===== config.mk =====
export PLATFORM = sky130hd
export DESIGN_NAME = dot_acc
export DESIGN_NICKNAME = d
export VERILOG_FILES = /design/src/rtl/dot_acc.sv
export SDC_FILE = /design/constraint.sdc
export NUM_CORES = 1
export LEC_CHECK = 0
export CAP_MARGIN = 20
export CORE_UTILIZATION = 49
export DETAILED_ROUTE_END_ITERATION = 7
export PLACE_DENSITY = 0.78
export SETUP_SLACK_MARGIN = 0.05
export SLEW_MARGIN = 20
export SYNTH_ARGS = -nofsm -noshare
export SYNTH_HDL_FRONTEND = slang
export SYNTH_SLANG_ARGS = --single-unit

===== constraint.sdc =====
create_clock -name clk -period 2.7 [get_ports clk]
set_clock_uncertainty 0.2 [all_clocks]
set_input_delay 0.675 -clock clk [delete_from_list [all_inputs] [get_ports clk]]
set_output_delay 0.675 -clock clk [all_outputs]
set_load 0.1 [all_outputs]

===== src/rtl/dot_acc.sv =====
// rtl/dot_acc.sv - sums LEN partial dot-product beats into one scalar result.
// Optional saturation and sticky overflow flag when DOT_ACC_SAT_EN is defined.
module dot_acc #(
    parameter int DW    = 32,
    parameter int CNT_W = 16
) (
    input  logic             clk,
    input  logic             rst_n,
    input  logic             start,
    input  logic [CNT_W-1:0] len,
    input  logic             in_valid,
    output logic             in_ready,
    input  logic [DW-1:0]    in_data,
    output logic             out_valid,
    input  logic             out_ready,
    output logic [DW-1:0]    out_data,
    output logic             out_ovf,
    output logic             busy
);

    typedef enum logic [1:0] {
        ST_IDLE = 2'd0,
        ST_ACC  = 2'd1,
        ST_DONE = 2'd2
    } state_t;

    localparam logic [CNT_W-1:0] CNT_ONE = {{(CNT_W-1){1'b0}}, 1'b1};

    state_t           state_q, state_d;
    logic [DW-1:0]    acc_q, acc_d;
    logic [CNT_W-1:0] cnt_q, cnt_d;
    logic [CNT_W-1:0] len_q, len_d;
    logic             accept;
    logic             last_beat;

    assign accept    = in_valid && (state_q == ST_ACC);
    assign last_beat = (cnt_q == (len_q - CNT_ONE));

    // State register
    always_ff @(posedge clk or negedge rst_n) begin
        if (!rst_n) begin
            state_q <= ST_IDLE;
        end else begin
            state_q <= state_d;
        end
    end

    // Next-state logic
    always_comb begin
        state_d = state_q;
        case (state_q)
            ST_IDLE: begin
                if (start) begin
                    state_d = (len == '0) ? ST_DONE : ST_ACC;
                end
            end
            ST_ACC: begin
                if (accept && last_beat) begin
                    state_d = ST_DONE;
                end
            end
            ST_DONE: begin
                if (out_ready) begin
                    state_d = ST_IDLE;
                end
            end
            default: state_d = ST_IDLE;
        endcase
    end

    // Handshake outputs are pure state decodes, so no input-to-output comb path.
    always_comb begin
        in_ready  = 1'b0;
        out_valid = 1'b0;
        busy      = 1'b0;
        case (state_q)
            ST_ACC: begin
                in_ready = 1'b1;
                busy     = 1'b1;
            end
            ST_DONE: begin
                out_valid = 1'b1;
                busy      = 1'b1;
            end
            default: ;
        endcase
    end

`ifdef DOT_ACC_SAT_EN
    logic          ovf_q, ovf_d;
    logic [DW:0]   sum_w;

    assign sum_w = {1'b0, acc_q} + {1'b0, in_data};

    // Once clamped, acc stays all-ones until the next start.
    always_comb begin
        acc_d = acc_q;
        cnt_d = cnt_q;
        len_d = len_q;
        ovf_d = ovf_q;
        case (state_q)
            ST_IDLE: begin
                if (start) begin
                    acc_d = '0;
                    cnt_d = '0;
                    len_d = len;
                    ovf_d = 1'b0;
                end
            end
            ST_ACC: begin
                if (accept) begin
                    cnt_d = cnt_q + CNT_ONE;
                    if (sum_w[DW] || ovf_q) begin
                        acc_d = '1;
                        ovf_d = 1'b1;
                    end else begin
                        acc_d = sum_w[DW-1:0];
                    end
                end
            end
            default: ;
        endcase
    end

    always_ff @(posedge clk or negedge rst_n) begin
        if (!rst_n) begin
            ovf_q <= 1'b0;
        end else begin
            ovf_q <= ovf_d;
        end
    end

    assign out_ovf = ovf_q;
`else
    always_comb begin
        acc_d = acc_q;
        cnt_d = cnt_q;
        len_d = len_q;
        case (state_q)
            ST_IDLE: begin
                if (start) begin
                    acc_d = '0;
                    cnt_d = '0;
                    len_d = len;
                end
            end
            ST_ACC: begin
                if (accept) begin
                    cnt_d = cnt_q + CNT_ONE;
                    acc_d = acc_q + in_data;
                end
            end
            default: ;
        endcase
    end

    assign out_ovf = 1'b0;
`endif

    always_ff @(posedge clk or negedge rst_n) begin
        if (!rst_n) begin
            acc_q <= '0;
            cnt_q <= '0;
            len_q <= '0;
        end else begin
            acc_q <= acc_d;
            cnt_q <= cnt_d;
            len_q <= len_d;
        end
    end

    // acc is untouched outside ACC and start, so the result persists into IDLE.
    assign out_data = acc_q;

endmodule

# ---- After elaboration in Yosys (flattened, before gate mapping)
# Cells that the tools add are included.
dict set report op_classes {
  n_addsub 3
  n_eq_ne 7
  n_mux 14
  reduce_logical 9
}
# cell count
set op_table {}
lappend op_table {{$mux W32} 2}
lappend op_table {{$pmux W32 S2} 1}
lappend op_table {{$add A32 B32 Y32} 1}
lappend op_table {{$mux W16} 2}
lappend op_table {{$pmux W16 S2} 1}
lappend op_table {{$add A16 B1 Y16 const B} 1}
lappend op_table {{$eq A16 B16 Y1} 1}
lappend op_table {{$logic_not A16 Y1} 1}
lappend op_table {{$sub A16 B1 Y16 const B} 1}
lappend op_table {{$mux W2} 4}
lappend op_table {{$ne A2 B2 Y1 const B} 3}
lappend op_table {{$pmux W2 S3} 1}
lappend op_table {{$reduce_and A3 Y1} 2}
lappend op_table {{$mux W1} 3}
lappend op_table {{$eq A2 B1 Y1 const B} 1}
lappend op_table {{$eq A2 B2 Y1 const B} 1}
lappend op_table {{$logic_and A1 B1 Y1} 2}
lappend op_table {{$logic_not A2 Y1} 1}
lappend op_table {{$ne A2 B1 Y1 const B} 1}
lappend op_table {{$reduce_and A2 Y1} 1}
lappend op_table {{$reduce_bool A2 Y1} 1}
lappend op_table {{$reduce_or A2 Y1} 1}
dict set report totals {
  ff_bits 66
  inputBits 53
  output_inout_bits 36
  wordCells 37
}

# ---- Longest topological paths before layout
# Gate-level depths: netlist of the first run.
dict set report logic_depth {
  word_depth 5
  ltp_mapped 11
}

# ---- Worst setup path before layout of the first run
# Ideal clock, no wire load.
dict set report synth_timing {
  kind {reg2reg}
  from {reg acc_q[0] (netlist: out_data[0])}
  to {reg acc_q[30] (netlist: out_data[30])}
  setup_time_ns 0.126
  arrival_ns 3.262
  setup_slack_ns -0.888
  stages_incl_launch_ff 11
  path_buffers 0
  synth_period_minus_slack_ns 3.588
  cell_sequence {dfrtp_1 ha_1 fa_1 a21o_1 a31o_1 o2111ai_2 nor4_1 o21a_1 a2111oi_2 a2111oi_0 a221o_1}
}
dict set report synth_via {
  elab_chain_cells 3
}
# element line_no
set synth_lines {}
lappend synth_lines {{start: declaration} 30} ;# logic [DW-1:0] acc_q, acc_d;
lappend synth_lines {{start signal: assignment} 162} ;# acc_q <= '0;
lappend synth_lines {{start signal: assignment} 166} ;# acc_q <= acc_d;
lappend synth_lines {{$add A32 B32 Y32} 150} ;# acc_d = acc_q + in_data;
lappend synth_lines {{$mux W32} 148} ;# if (accept) begin
lappend synth_lines {{$pmux W32 S2} 139} ;# case (state_q)
# Every way passes these cells. The select of a mux whose other input is x is not followed.
# A chain may end at the register's enable or synchronous reset.

# ---- Worst setup path in the final report of the first run
dict set report layout_timing {
  from {in in_data[17]}
  to {reg acc_q[30] (netlist: out_data[30])}
}
dict set report layout_via {
  elab_chain_cells 3
}
# element line_no
set layout_lines {}
lappend layout_lines {{start: declaration} 13} ;# input logic [DW-1:0] in_data,
lappend layout_lines {{$add A32 B32 Y32} 150}
lappend layout_lines {{$mux W32} 148}
lappend layout_lines {{$pmux W32 S2} 139}
# Every way passes these cells. The select of a mux whose other input is x is not followed.

==> metrics.txt, run 1 <==
clock power share=0.119; number of fill cells=593; initial antenna violation count=0; worst-case clock buffer depth=2; fin crit share=1.15; Worst path depth=10; Worst Setup End Kind=register; first-pass GRT wire length=26,600 µm; CP max stage cell=clkdlybuf4s50_1; Reg power frac=0.193; IO Count=slightly below 90; asr flop ratio synth=1.00; fmax=323 MHz; Worst Max-Slew Pin Slew=0.524 ns; WL/cell=around 20 µm; clock-pin transition on the worst setup and hold timing paths=approximately 0.080 ns; Worst Setup Path Type=in -> reg; Static Leakage=3.46 nW; combinational share of power=0.688; Root Driver=clkbuf_8; Synth Area per Inst=8.77 µm²; Detailed Routing Iterations Pass 1=6; GPL Wtd Cong=0.945; Layout area overhead=57.0%; Crit path largest cell delay=0.51 ns; r2r startpoint=out_data[0]; cell taking the most area after synthesis=dfrtp_1; Hold Vio Cnt, Final=0; Diodes inserted=0; Net Switching=4.41 mW; CTS sink cnt=66; Die W=between 100 and 150 µm; maximum fanout along the worst path=3; Reg2Reg Depth=10; EDFF count, synth=0; Cell Chain, Critical Path=clkdlybuf4s50_1 -> ha_4 -> a21oi_1 -> inv_1 -> nor2_1 -> o221ai_2 -> o21a_1 -> a2111oi_4 -> a2111oi_2 -> a221o_1; core area=approximately 10000 µm²; Synth Flop Type=dfrtp_1; Mapped Cells=566; routed via count=5,754; CTS tree=done; remaining antenna violation count=0; top post-synthesis cells by area=dfrtp_1, ha_1, xnor2_1; CTS Buf Count=9; H-tree levels=3; maximum vdd drop=780 µV; Post-Syn Area=4970 µm²; Ys Warns=0; PortBufs=87; Worst Path Buf+Inv=2; Setup WS post-layout=-0.397 ns; RSZ-0062 raised after global routing=yes; Hold Crit Class=in -> async; post-synth cell types=67; Slew HR=0.647; vias in the first global route=5,640; Critical Path End=out_data[30]; CTS Hold Buffers Added=0; largest net degree at the start of global routing=49; status=finished, violations left; Finish-stage setup viols=17; global route overflow=0; sequential share of the synthesized area=0.333; layout cells sized above 1=0.408; sw frac=0.501; type of origin of the critical path=primary input; worst slack at placement=-1.00 ns; NumNets Final=879; crit path DAT=3.13 ns; Routed WL=18,400 µm; routed vias/inst=6.21; Largest delay share family, worst path=compound AO/OA/AOI/OAI gates; die height=103 µm; die footprint=10,500 µm²; Post-synth top cells=dfrtp_1, nand2_1, a21oi_1, ha_1, o21ai_1; fin crit period=3.10 ns; worst endpoint required time=2.73 ns; row count=36; flop2flop setup slack=-0.32 ns; max_cap viols=0; Synth top area share=0.333; failing checks=negative setup slack; initial drt markers=507; Yosys reg bits=66; power per cell area=1130 nW/µm²; Remaining DRCs=0; GRT Overall Usage=0.326; Internal=between 4 and 5 mW; Syn Nets=656; Initial Util=0.506; DP Wirelength=~11,000 µm; worst skew pair latency=0.36 ns; Final Max Tran Viols=0; Reg-to-Reg End=out_data[30]; critical path launch point=in_data[17]; Min Hold Slack=just over 0.08 ns
[layout by cell type, fill, tap and decap left out, drive strengths merged, types with 11 or more instances in the layout]
master         count
buf              195
nand2             66
dfrtp             66
o21ai             46
a21oi             36
ha                36
clkdlybuf4s50     35
xnor2             34
nor2              32
inv               23
mux2              19
xor2              19
nand3             18
a21o              15
nand4             13
nor3              13
nor4              12
clkbuf            11
[cell type report]
cell class                      instances  area, µm²  area share
Multi-Input combinational cell        452       3680       0.472
Timing Repair Buffer                  237       1930       0.248
Sequential cell                        66       1680       0.216
Tap cell                              133        166      0.0213
Clock buffer                           10        128      0.0164
Clock inverter                          6        115      0.0148
Inverter                               23       86.3      0.0111
[stage by stage]
stage	std cells	utilization	setup TNS (ns)	instance area [µm²]	power [mW]
after floorplan	566	-	-1.41	5130	5.12
after global placement	876	0.698	-13.51	6850	6.67
after detailed placement	876	0.698	-15.20	6850	6.81
after CTS	913	0.769	-1.05	7560	8.29
after global routing	927	0.794	-3.85	7800	9.19
final	927	0.794	-2.29	7800	8.81
[metal layers]
metal  part of all wire  vias up  global-route usage
li1                   -     2492                   -
met1               0.36     2734               0.375
met2               0.50      385               0.586
met3              0.083      143              0.0468
met4              0.057        0               0.169
met5                  0        -                   0
[worst reg2reg max path, cell delays in order, from the launching register on]
cell       delay [ns]
dfrtp_4          0.50
ha_4             0.18
fa_2             0.36
a21o_1           0.20
a31o_1           0.21
o2111ai_2        0.26
nor4_2           0.10
o21a_1           0.22
a2111oi_4        0.27
a2111oi_2        0.13
a221o_1          0.28
[state kept, by name (all words and copies together) (netlist names)]
register  count
cnt_q        16
out_data     32
state_q       2
len_q        16
[how the worst min path moves through the flow]
stage / from / endpoint / slack (ns) / depth (start not counted)
final: rst_n / out_data[14] / 0.08 / 1
after global routing: rst_n / out_data[19] / 0.12 / 1
after CTS: rst_n / out_data[14] / 0.1 / 1
after detailed placement: out_data[22] / out_data[22] / 0.30 / 2
after global placement: out_data[23] / out_data[23] / 0.30 / 2
after floorplan: rst_n / cnt_q[0] / 0.18 / 0
[timing repair]
item                       in CTS  in global routing
gates resized for setup        90                 34
buffers inserted               21                 15
pin swaps                      50                 36
setup endpoints to repair      21                 22
[kinds of logic (layout without fill, tap and decap cells)]
| family | Yosys count | in the layout | share of synthesized area |
|---|---|---|---|
| DFF | 66 | 66 | 0.333 |
| and+or+nand+nor | 192 | 192 | 0.198 |
| muxes | 21 | 21 | 0.0471 |
| AOI/OAI and AO/OA | 148 | 148 | 0.190 |
| adders and majority gates | 37 | 37 | 0.0947 |
| xor gates and xnor gates | 53 | 53 | 0.0935 |
| buffers and inverters | 48 | 276 | 0.0428 |
| other | 1 | 1 | 0.000755 |
[power groups by stage]
| stage | Sequential [mW] | Combinational (mW) | Clock [mW] |
|---|---|---|---|
| 6_report | 1.70 | 6.06 | 1.05 |
| 5_1_grt | 1.73 | 6.37 | 1.09 |
| 4_1_cts | 1.68 | 5.56 | 1.05 |
| 3_5_place_dp | 1.66 | 5.15 | 0 |
| 3_3_place_gp | 1.64 | 5.03 | 0 |
| 2_1_floorplan | 2.72 | 2.39 | 0 |
(Power assumes the default switching activity.)
==> inputs of run 2 (changes only) <==
- CORE_UTILIZATION: 49 -> 58
- PLACE_DENSITY: 0.78 -> 0.87
- clock period: 2.7 -> 3.65 ns (I/O delays scaled with it)
==> run 2 against run 1 <==
Net effect: the run still ends with negative setup slack left; flip-flop and latch count stayed put; global-route usage fell by 0.30 points; via count is 12% lower.
==> metrics.txt, run 2 (synthesis gave the netlist of run 1 again) <==
initial drt markers=378 (-25%); Tot Pwr=5.47 mW (-38%); Internal=2.62 mW (-40%); commonest non-fill, non-tap cell in the layout=buf_4; initial antenna violation count=0 (unchanged); status=finished, violations left; die footprint=8940 µm² (-15%); r2r startpoint=len_q[0]; # placed instances=777 (-11%); Worst Setup End Kind=register; clock power share=0.141 (+0.022); die height=94.5 µm (-7.9%); Layout area overhead=29.4%; number of fill cells=541 (-8.8%); Die W=94.5 µm (-7.9%); Finish-stage setup viols=1 (-16); H-tree levels=3 (unchanged); setup_tns=-0.00277 ns (+2.29 ns); type of origin of the critical path=primary input; PortBufs=87 (unchanged); fmax=274 MHz; first-pass GRT wire length=22,500 µm (-15%); Hold Crit Start=out_data[13]; DP Wirelength=9980 µm (-10%); area of the multi-input gates=3150 µm² (-14%); Detailed Routing Iterations Pass 1=5 (-1); CTS tree=done; fin crit period=3.65 ns; fin cells=800 (-14%); max_cap viols=0 (unchanged); Reg-to-Reg End=state_q[0]; remaining antenna violation count=0 (unchanged); combinational share of power=0.627 (-0.061); IO Count=89 (unchanged); WHS Endpoint=out_data[13]; Routed WL=14,300 µm (-22%); Worst Max-Slew Pin Slew=0.967 ns (+0.443 ns); Hold Crit Class=reg -> reg; Net Switching=2.85 mW (-35%); WL/cell=17.9 µm (-9.9%); metal3 WL=871 µm (-43%); worst-case clock buffer depth=2 (unchanged); vias in the first global route=4,883 (-13%); fin crit share=1.00; RSZ-0062 raised after global routing=yes; routed via count=5,072 (-12%); Reg power frac=0.232 (+0.039); worst endpoint required time=3.70 ns (+0.97 ns); Hold Vio Cnt, Final=0 (unchanged); GPL Wtd Cong=0.950 (+0.51%); clock-pin transition on the worst setup and hold timing paths=0.08 ns (about the same); layout cells sized above 1=0.196 (-0.212); most frequent cells in the layout=buf_4, nand2_1, dfrtp_1; GRT Overall Usage=0.323 (-0.00302); Setup WS post-layout=-0.00277 ns (+0.394 ns); flop2flop setup slack=0.42 ns (+0.74 ns); worst skew pair latency=0.35 ns (about the same); max reg flops=32 (unchanged); row count=33 (-8.3%); CTS sink cnt=66 (unchanged); core area=8260 µm² (-16%); Remaining DRCs=0 (unchanged); Diodes inserted=0 (unchanged); Static Leakage=2.91 nW (-16%); Worst Setup Path Type=in -> reg; NumNets Final=780 (-11%); worst slack at placement=-0.432 ns (+0.570 ns); power per cell area=852 nW/µm² (-25%); CTS Hold Buffers Added=0 (unchanged); Placed Area=6080 µm² (-11%); DR WL met2=7160 µm (-22%); Root Driver=clkbuf_8; WL met1=5780 µm (-13%); global route overflow=0 (unchanged); post-route cell area=6420 µm² (-18%); Reg2Reg Depth=10 (unchanged); Slew HR=0.355 (-0.292); maximum vdd drop=767 µV (-1.7%); Storage cell area=1650 µm² (-1.9%); Initial Util=0.601 (+0.0956); Hold Crit Depth=2; failing checks=negative setup slack; routed vias/inst=6.34 (+2.1%); top sig layer=met4; Final Max Tran Viols=0 (unchanged); sw frac=0.521 (+0.0203); maximum fanout along the worst path=4 (+1); CTS Buf Count=9 (unchanged); crit path DAT=3.71 ns (+0.58 ns); largest net degree at the start of global routing=42 (-14%)
[run 2: changes by cell type in the layout (fill, tap and decap cells not counted), sizes merged]
cell / change
buf: -108
clkdlybuf4s50: +15
dlygate4sd2: -5
clkinv: -2
clkbuf: -1
clkdlybuf4s15: -1
clkinvlp: +1
dlymetal6s2s: +1
inv: +1
[run 2: worst max path at each step]
stage | startpoint | endpoint | slack, ns
after floorplan | out_data[0] | out_data[30] | 0.06
after global placement | in_data[0] | out_data[30] | -0.35
after detailed placement | in_data[0] | out_data[30] | -0.43
after CTS | in_data[0] | out_data[20] | 0.07
after global routing | in_data[4] | out_data[29] | -0.18
final | in_data[4] | out_data[29] | -0.003
[run 2: critical path: stages]
cell             delay [ns]
clkdlybuf4s50_1        0.40
ha_1                   0.37
buf_4                  0.16
a21oi_1                0.08
o211ai_1               0.13
nand4_1                0.27
a211oi_2               0.31
o21ai_1                0.16
a2111oi_1              0.45
buf_4                  0.20
nor4_1                 0.05
o31ai_1                0.20
[run 2: layout make-up]
class | count | area share
inverters | 23 | 0.0134
well taps | 105 | 0.0204
clock buffers | 10 | 0.0199
clock inverters | 6 | 0.0177
multi-input cells | 452 | 0.490
flip-flops and latches | 66 | 0.257
repair buffers | 138 | 0.181
[run 2: metrics by stage]
step,hold slack [ns],util
2_1_floorplan,0.301,-
3_3_place_gp,0.287,0.736
3_5_place_dp,0.299,0.736
4_1_cts,0.319,0.767
5_1_grt,0.357,0.778
6_report,0.321,0.778
[run 2: repair_timing]
item,in CTS,in global routing
buffers inserted,0,7
gates resized for setup,2,9
setup endpoints to repair,2,7
pin swaps,2,10
[run 2: power groups by stage]
stage / registers, mW / clock network [mW] / logic (mW)
6_report: 1.27 / 0.773 / 3.43
3_3_place_gp: 1.24 / 0 / 3.19
3_5_place_dp: 1.26 / 0 / 3.29
4_1_cts: 1.25 / 0.777 / 3.33
5_1_grt: 1.29 / 0.806 / 3.66
2_1_floorplan: 1.98 / 0 / 1.71
[run 2: routing by layer]
metal,GRT usage,vias to the layer above
li1,-,2305
met1,0.401,2434
met2,0.560,269
met3,0.0467,64
met4,0.134,0
met5,0,-
